**config.mk**
```make
export PLATFORM = sky130hd
export DESIGN_NAME = adc_cmd_arbiter_flat
export DESIGN_NICKNAME = d
export VERILOG_FILES = /design/src/rtl/adc_cmd_arbiter_if.sv /design/src/rtl/adc_cmd_arbiter.sv /design/src/flat_wrapper.sv
export SDC_FILE = /design/constraint.sdc
export NUM_CORES = 1
export LEC_CHECK = 0
export ABC_AREA = 1
export BUFFER_PORTS_ARGS = -buffer_cell sky130_fd_sc_hd__buf_4
export CORE_ASPECT_RATIO = 1.1
export CORE_MARGIN = 2
export CORE_UTILIZATION = 45
export DETAILED_ROUTE_END_ITERATION = 16
export PLACE_DENSITY_LB_ADDON = 0.25
export SYNTH_ARGS = -nofsm -noshare
export SYNTH_HDL_FRONTEND = slang
export SYNTH_SLANG_ARGS = --single-unit
```
**constraint.sdc**
```tcl
create_clock -name aclk -period 2.63 [get_ports aclk]
set_clock_uncertainty 0.15 [all_clocks]
set_input_delay 0.263 -clock aclk [delete_from_list [all_inputs] [get_ports aclk]]
set_output_delay 0.263 -clock aclk [all_outputs]
set_load 0.02 [all_outputs]
```
**src/rtl/adc_cmd_arbiter_if.sv**
```systemverilog
// Command-channel bundle between two requesters, the arbiter and the ADC SPI engine.
// Purely structural: no logic, no latency.
// Backpressure is carried by the tready signals in each direction.
interface adc_cmd_arbiter_if #(
  parameter int DATA_WIDTH = 32
);
  logic [DATA_WIDTH-1:0] s0_axis_tdata;
  logic                  s0_axis_tvalid;
  logic                  s0_axis_tready;
  logic [DATA_WIDTH-1:0] s1_axis_tdata;
  logic                  s1_axis_tvalid;
  logic                  s1_axis_tready;
  logic [DATA_WIDTH-1:0] m_axis_tdata;
  logic                  m_axis_tid;
  logic                  m_axis_tvalid;
  logic                  m_axis_tready;

  // Arbiter view: receives both requester streams and drives the SPI-engine stream.
  modport slave (
    input  s0_axis_tdata, s0_axis_tvalid,
    output s0_axis_tready,
    input  s1_axis_tdata, s1_axis_tvalid,
    output s1_axis_tready,
    output m_axis_tdata, m_axis_tid, m_axis_tvalid,
    input  m_axis_tready
  );

  // Environment view: drives requesters and acts as the SPI engine.
  modport master (
    output s0_axis_tdata, s0_axis_tvalid,
    input  s0_axis_tready,
    output s1_axis_tdata, s1_axis_tvalid,
    input  s1_axis_tready,
    input  m_axis_tdata, m_axis_tid, m_axis_tvalid,
    output m_axis_tready
  );
endinterface

```
**src/rtl/adc_cmd_arbiter.sv**
```systemverilog
// Two-port command arbiter (fixed or round-robin) into the ADC SPI engine, with post-frame idle gap.
// Latency: accepted command appears on m_axis one cycle after accept; period >= 2+GAP_CYCLES.
// Backpressure: m_axis_tready low holds the word in SEND; both upstream treadys stay low outside IDLE.
module adc_cmd_arbiter #(
  parameter int DATA_WIDTH = 32,
  parameter int GAP_CYCLES = 4,
  parameter int CNT_WIDTH  = 16
) (
  input  logic                 aclk,
  input  logic                 areset,
  adc_cmd_arbiter_if.slave     bus,
  input  logic                 fixed_priority,
  input  logic                 clear_cnt,
  output logic                 busy,
  output logic [CNT_WIDTH-1:0] cnt0,
  output logic [CNT_WIDTH-1:0] cnt1
);

  localparam logic [1:0] ST_IDLE = 2'd0;
  localparam logic [1:0] ST_SEND = 2'd1;
  localparam logic [1:0] ST_GAP  = 2'd2;

  localparam int GW = (GAP_CYCLES > 1) ? $clog2(GAP_CYCLES + 1) : 1;
  localparam logic [GW-1:0]        GAP_LOAD = GW'(GAP_CYCLES);
  localparam logic [CNT_WIDTH-1:0] CNT_MAX  = '1;

  logic [1:0]            r_state;
  logic [GW-1:0]         r_gap;
  logic [DATA_WIDTH-1:0] r_tdata;
  logic                  r_tid;
  logic                  r_tvalid;
  logic                  r_last_grant;
  logic [CNT_WIDTH-1:0]  r_cnt0;
  logic [CNT_WIDTH-1:0]  r_cnt1;

  logic w_idle;
  logic w_gnt_vld;
  logic w_gnt_port;
  logic w_acc0;
  logic w_acc1;

  assign w_idle = (r_state == ST_IDLE);

  // Grant decision: only in IDLE and never while reset is held; contention resolved by priority mode.
  always_comb begin
    w_gnt_vld  = w_idle && !areset && (bus.s0_axis_tvalid || bus.s1_axis_tvalid);
    w_gnt_port = 1'b0;
    if (bus.s0_axis_tvalid && bus.s1_axis_tvalid) begin
      w_gnt_port = fixed_priority ? 1'b0 : ~r_last_grant;
    end else begin
      w_gnt_port = bus.s1_axis_tvalid;
    end
  end

  assign w_acc0 = w_gnt_vld && !w_gnt_port;
  assign w_acc1 = w_gnt_vld &&  w_gnt_port;

  assign bus.s0_axis_tready = w_acc0;
  assign bus.s1_axis_tready = w_acc1;
  assign bus.m_axis_tdata   = r_tdata;
  assign bus.m_axis_tid     = r_tid;
  assign bus.m_axis_tvalid  = r_tvalid;
  assign busy               = !w_idle;
  assign cnt0               = r_cnt0;
  assign cnt1               = r_cnt1;

  // Control FSM: capture granted word, hold it until the SPI engine takes it, then enforce the idle gap.
  always_ff @(posedge aclk or posedge areset) begin
    if (areset) begin
      r_state      <= ST_IDLE;
      r_gap        <= '0;
      r_tdata      <= '0;
      r_tid        <= 1'b0;
      r_tvalid     <= 1'b0;
      r_last_grant <= 1'b1;
    end else begin
      case (r_state)
        ST_IDLE: begin
          if (w_gnt_vld) begin
            r_tdata      <= w_gnt_port ? bus.s1_axis_tdata : bus.s0_axis_tdata;
            r_tid        <= w_gnt_port;
            r_last_grant <= w_gnt_port;
            r_tvalid     <= 1'b1;
            r_state      <= ST_SEND;
          end
        end
        ST_SEND: begin
          if (bus.m_axis_tready) begin
            r_tvalid <= 1'b0;
            if (GAP_CYCLES == 0) begin
              r_state <= ST_IDLE;
            end else begin
              r_gap   <= GAP_LOAD;
              r_state <= ST_GAP;
            end
          end
        end
        ST_GAP: begin
          if (r_gap <= GW'(1)) begin
            r_state <= ST_IDLE;
          end else begin
            r_gap <= r_gap - GW'(1);
          end
        end
        default: r_state <= ST_IDLE;
      endcase
    end
  end

  // Saturating per-port accept counters; a clear wins over a same-cycle increment.
  always_ff @(posedge aclk or posedge areset) begin
    if (areset) begin
      r_cnt0 <= '0;
      r_cnt1 <= '0;
    end else if (clear_cnt) begin
      r_cnt0 <= '0;
      r_cnt1 <= '0;
    end else begin
      if (w_acc0 && (r_cnt0 != CNT_MAX)) r_cnt0 <= r_cnt0 + CNT_WIDTH'(1);
      if (w_acc1 && (r_cnt1 != CNT_MAX)) r_cnt1 <= r_cnt1 + CNT_WIDTH'(1);
    end
  end

endmodule

```
**src/flat_wrapper.sv**
```systemverilog
// flat-port wrapper written by rule: the top's interface ports become plain ports
module adc_cmd_arbiter_flat 
#(
  parameter int DATA_WIDTH = 32,
  parameter int GAP_CYCLES = 4,
  parameter int CNT_WIDTH  = 16
)
  (aclk, areset, fixed_priority, clear_cnt, busy, cnt0, cnt1, bus_s0_axis_tdata, bus_s0_axis_tvalid, bus_s0_axis_tready, bus_s1_axis_tdata, bus_s1_axis_tvalid, bus_s1_axis_tready, bus_m_axis_tdata, bus_m_axis_tid, bus_m_axis_tvalid, bus_m_axis_tready);
  adc_cmd_arbiter_if #(.DATA_WIDTH(DATA_WIDTH)) bus_i ();
  input  logic aclk;
  input  logic areset;
  input  logic fixed_priority;
  input  logic clear_cnt;
  output logic busy;
  output logic [CNT_WIDTH-1:0] cnt0;
  output logic [CNT_WIDTH-1:0] cnt1;
  input wire logic [$bits(bus_i.s0_axis_tdata)-1:0] bus_s0_axis_tdata;
  input wire logic [$bits(bus_i.s0_axis_tvalid)-1:0] bus_s0_axis_tvalid;
  output wire logic [$bits(bus_i.s0_axis_tready)-1:0] bus_s0_axis_tready;
  input wire logic [$bits(bus_i.s1_axis_tdata)-1:0] bus_s1_axis_tdata;
  input wire logic [$bits(bus_i.s1_axis_tvalid)-1:0] bus_s1_axis_tvalid;
  output wire logic [$bits(bus_i.s1_axis_tready)-1:0] bus_s1_axis_tready;
  output wire logic [$bits(bus_i.m_axis_tdata)-1:0] bus_m_axis_tdata;
  output wire logic [$bits(bus_i.m_axis_tid)-1:0] bus_m_axis_tid;
  output wire logic [$bits(bus_i.m_axis_tvalid)-1:0] bus_m_axis_tvalid;
  input wire logic [$bits(bus_i.m_axis_tready)-1:0] bus_m_axis_tready;
  assign bus_i.s0_axis_tdata = bus_s0_axis_tdata;
  assign bus_i.s0_axis_tvalid = bus_s0_axis_tvalid;
  assign bus_s0_axis_tready = bus_i.s0_axis_tready;
  assign bus_i.s1_axis_tdata = bus_s1_axis_tdata;
  assign bus_i.s1_axis_tvalid = bus_s1_axis_tvalid;
  assign bus_s1_axis_tready = bus_i.s1_axis_tready;
  assign bus_m_axis_tdata = bus_i.m_axis_tdata;
  assign bus_m_axis_tid = bus_i.m_axis_tid;
  assign bus_m_axis_tvalid = bus_i.m_axis_tvalid;
  assign bus_i.m_axis_tready = bus_m_axis_tready;
  adc_cmd_arbiter #(.DATA_WIDTH(DATA_WIDTH), .GAP_CYCLES(GAP_CYCLES), .CNT_WIDTH(CNT_WIDTH)) u_core (.aclk(aclk), .areset(areset), .bus(bus_i), .fixed_priority(fixed_priority), .clear_cnt(clear_cnt), .busy(busy), .cnt0(cnt0), .cnt1(cnt1));
endmodule
```
* Yosys cells after proc, flatten, opt, wreduce, memory -nomap -nowiden
Index checks and enable logic that the tools add are counted.
Word-level totals: logic and storage cells 58, bits of input ports 71, bits in registers 72, output and inout bits 69
Operators by class: equality and inequality tests 8, mux-type cells 17, $add $sub $neg 3, reductions and logical operators 20, bitwise logic cells 1, magnitude comparators 1
Operator list (number):
- $mux W16 | 4
- $add A16 B1 Y16 const B | 2
- $mux W32 | 1
- $ne A16 B16 Y1 const B | 2
- $reduce_and A3 Y1 | 3
- $reduce_bool A2 Y1 | 4
- $logic_and A1 B1 Y1 | 7
- $mux W2 | 3
- $mux W3 | 2
- $ne A2 B2 Y1 const B | 3
- $pmux W2 S3 | 1
- $pmux W3 S2 | 1
- $mux W1 | 4
- $le A3 B1 Y1 const B | 1
- $logic_not A1 Y1 | 3
- $sub A3 B1 Y3 const B | 1
- $eq A2 B1 Y1 const B | 1
- $eq A2 B2 Y1 const B | 1
- $logic_not A2 Y1 | 1
- $ne A2 B1 Y1 const B | 1
- $pmux W1 S2 | 1
- $reduce_and A2 Y1 | 1
- $logic_or A1 B1 Y1 | 1
- $not A1 Y1 | 1

* Depth between registers and ports, before layout
depth after elaboration 8, depth in mapped cells 11, gate-level depth less buffers 10

* Worst setup path before layout
Ideal clock, no wire load.
path kind input -> register, start input areset, end register u_core.r_cnt0[9] (netlist: u_core.cnt0[9]), cell stages on the path 9, data arrival time 2090 ps, slack 272 ps, data required time 2361 ps, buffers on the path 1, library setup time 119 ps, cell sequence inv_2 > nand3_2 > nor2_2 > nand2_2 > nor2_4 > nor2_8 > buf_6 > nand2_1 > nand2_1
Between the ends: word-level cells in the longest chain between the ends 6
RTL lines:
- from (decl) | line flat_wrapper.sv:11 | input logic areset;
- $logic_not A1 Y1 | line adc_cmd_arbiter.sv:46 | w_gnt_vld = w_idle && !areset && (bus.s0_axis_tvalid || bus.s1_axis_tvalid);
- $logic_and A1 B1 Y1 (2 in a row) | line adc_cmd_arbiter.sv:46
- $logic_and A1 B1 Y1 | line adc_cmd_arbiter.sv:55 | assign w_acc0 = w_gnt_vld && !w_gnt_port;
- $logic_and A1 B1 Y1 | line adc_cmd_arbiter.sv:119 | if (w_acc0 && (r_cnt0 != CNT_MAX)) r_cnt0 <= r_cnt0 + CNT_WIDTH'(1);
- $reduce_bool A2 Y1 (no line)
- to (signal assigned) | line adc_cmd_arbiter.sv:119
- to (decl) | line adc_cmd_arbiter.sv:33 | logic [CNT_WIDTH-1:0] r_cnt0;
No other way between the ends. A chain may end at the register's enable or synchronous reset.

* Final worst setup path
start input areset, end register u_core.r_tdata[24] (netlist: u_core.bus.m_axis_tdata[24])
Between the ends: word-level cells in the longest chain between the ends 4
RTL lines:
- $logic_not A1 Y1 | line adc_cmd_arbiter.sv:46
- $logic_and A1 B1 Y1 (2 in a row) | line adc_cmd_arbiter.sv:46
- $reduce_and A2 Y1 (no line)
- to (signal assigned) | line adc_cmd_arbiter.sv:80 | r_tdata <= w_gnt_port ? bus.s1_axis_tdata : bus.s0_axis_tdata;
- to (decl) | line adc_cmd_arbiter.sv:29 | logic [DATA_WIDTH-1:0] r_tdata;
No other way between the ends.

==> flow_summary.json <==
{
  "grt_pass1_vias": 3980,
  "fp-row-count": 35,
  "clockBufferDepth": 2,
  "final_core_util_pct": 70.3,
  "cts.htree.levels": 3,
  "max_slew.worst_pin.slew_ns": 0.663,
  "max_cap_violations": 0,
  "outcome": "complete, no violations",
  "gp_congestion": 0.850,
  "antenna_found_initial": 0,
  "die_area_mm2": 0.00916,
  "avgSynthCellArea_um2": 7.86,
  "grt_util_met2_pct": 45.5,
  "clk_latency_ns": 0.34,
  "reg2reg_depth": 8,
  "hold_viol_final": 0,
  "root_buffer": "clkbuf_8",
  "holdPathStages": 3,
  "grt_overflow": 0,
  "layout-drive-gt1-share_pct": 27.1,
  "hp-start": "bus_s1_axis_tdata[26]",
  "core_area_mm2": 0.00828,
  "clock_sinks": 72,
  "leakage_nw": 2.97,
  "die_h_um": 100,
  "use_met3_pct": 4.35,
  "clk_transition_reported_paths_ns": 0.07,
  "grt_max_degree": 53,
  "final_antenna_net_count": 0,
  "yosysWarnings": 0,
  "finalCriticalPeriod_ns": 2.50,
  "r2r-start": "u_core.r_state[0]",
  "cts_tree": "built",
  "start_util_pct": 45.7,
  "finalSetupViolCount": 0,
  "layout_commonest_cell": "nand2_1",
  "routed_wl_um": 12100,
  "num_vias": 4079,
  "start_kind": "primary input",
  "synth_area_mm2": 0.00378,
  "antennaDiodeCount": 0,
  "pin_count": 140,
  "yosysSeqAreaShare_pct": 47.7,
  "crit_required_ns": 2.75,
  "p_per_area_mw_per_mm2": 812,
  "rsz0062_at_grt": "no",
  "fin_crit_sh_pct": 94.9,
  "synth_seq_cells": 72,
  "hold_end": "u_core.bus.m_axis_tdata[26]",
  "r2r_slack_ns": 0.23,
  "synth_nets": 556,
  "setup_tns_ns": 0,
  "drc": 0,
  "fill_cells": 651,
  "fin_area_mm2": 0.00582,
  "fin_cells": 802,
  "critical_path_peak_fanout": 24,
  "min_path_type": "in -> reg",
  "layout_common_cells": "207 x nand2_1, 144 x buf_4, 71 x dfrtp_1",
  "detail_route.wl_per_cell_um": 15.1,
  "path_class": "in -> reg",
  "fin_nets": 761,
  "regToRegEndpoint": "u_core.bus.m_axis_tdata[25]",
  "post-dp-hpwl_um": 7740,
  "synth.distinct_cells": 31,
  "drt_iter0_markers": 219,
  "syn-instance-count": 481,
  "numPortBuffers": 139,
  "firstDrtPassIters": 5,
  "busiest_layer": "met2",
  "ir_drop_mv": 0.496,
  "end_kind": "register",
  "numCtsBuffers": 9,
  "die_w_um": 91.4,
  "gr-usage-met1_pct": 32.0,
  "fin_ws_ns": 0.134,
  "grt_pass1_wl_um": 19200,
  "slew-limit-headroom_pct": 55.8,
  "worstPathArrival_ns": 2.62,
  "total_power_mw": 4.73,
  "dp_cells": 723,
  "drv_slew": 0,
  "dp_slack_ns": 0.715,
  "fin_hold_ws_ns": 0.00607,
  "avgViaCountPerCell": 5.09,
  "place_area_mm2": 0.00493,
  "track_usage_pct": 26.2,
  "area_delta_synth_final_pct": 53.9,
  "max_freq_ghz": 0.401
}
==> power breakdown <==
group          switching (mW)  total [mW]  internal, mW
Combinational            1.04        2.03         0.989
Clock                   0.415        1.10         0.680
Sequential              0.188        1.60          1.41
==> cell type report <==
cell class / instances / area (um^2) / share of cell area, %
Tap cell: 111 / 139 / 2.39
Clock inverter: 5 / 103 / 1.76
Multi-Input combinational cell: 368 / 1810 / 31.0
Sequential cell: 72 / 1800 / 31.0
Clock buffer: 11 / 151 / 2.60
Timing Repair Buffer: 207 / 1710 / 29.4
Inverter: 28 / 108 / 1.85
==> cell usage after synthesis <==
master    count  area share (%)
nor2_1       36             3.6
o21ai_0      11             1.5
buf_1         3            0.30
nand3_1      33             4.4
o21ai_1       1            0.13
nand2_1     207              21
xor2_1       12             2.8
ha_1          4             1.3
nand4_1      12             2.0
inv_2         7            0.69
o31ai_1       1            0.20
nand2_2       3            0.50
o21ai_2       1            0.23
a22oi_1      21             4.2
inv_1        20             2.0
nor2_4        8             2.4
buf_6         2            0.60
clkbuf_1      4            0.40
clkinv_1      1           0.099
xnor2_1       4            0.93
nor2_8        1            0.53
a21oi_1       1            0.13
o21bai_1      4            0.79
nand2_4       1            0.30
buf_2         4            0.53
nor2_2        2            0.33
or2_2         1            0.17
nand3b_1      2            0.40
dfstp_2       1            0.69
nand3_2       2            0.53
dfrtp_1      71              47
==> how the worst max path moves through the flow <==
stage / slack (ns) / depth (start not counted) / endpoint / startpoint
finish: 0.13 / 11 / u_core.bus.m_axis_tdata[24] / areset
global route: 0.03 / 11 / u_core.bus.m_axis_tdata[25] / areset
CTS: 0.07 / 11 / u_core.bus.m_axis_tdata[28] / areset
detailed placement: 0.72 / 10 / u_core.cnt0[1] / u_core.cnt0[0]
global placement: 0.73 / 10 / u_core.cnt0[2] / u_core.cnt0[0]
floorplan: 0.27 / 9 / u_core.cnt0[9] / areset
==> flip-flops by register name, indices dropped and copies added (netlist names) <==
signal,cells
u_core.bus.m_axis_tdata,32
u_core.cnt0,16
u_core.cnt1,16
u_core.r_gap,3
u_core.r_state,2
u_core.bus.m_axis_tid,1
u_core.bus.m_axis_tvalid,1
u_core.r_last_grant,1
==> logic make-up after synthesis <==
kind of cell	after synthesis	synth area share, %
buf+inv	41	4.60
flops	72	47.7
compound gates	40	7.11
fa+ha+maj	4	1.32
xor+xnor	16	3.70
simple gates	308	35.6
==> per-layer routing <==
metal / vias up / share of wire (%)
met1: 1941 / 40
met2: 142 / 52
met3: 36 / 4.7
met4: 0 / 3.5
met5: - / 0
li1: 1960 / -
==> critical path, cell delays in order <==
cell and delay [ns]:
dlygate4sd3_1 0.53, buf_4 0.14, inv_2 0.09, nand3_2 0.12
nor2_2 0.15, nand2_2 0.11, inv_4 0.24, buf_4 0.24
nand2_1 0.08, nand2_1 0.07, dlygate4sd3_1 0.56
==> repair_timing <==
action / 4_1_cts / 5_1_grt
endpoints found under the setup margin: 0 / 10
hold endpoints to repair: 53 / 0
buffers inserted: 0 / 0
resized for setup: 0 / 2
hold buffers: 63 / 0
Power figures use the tool's default switching activity.
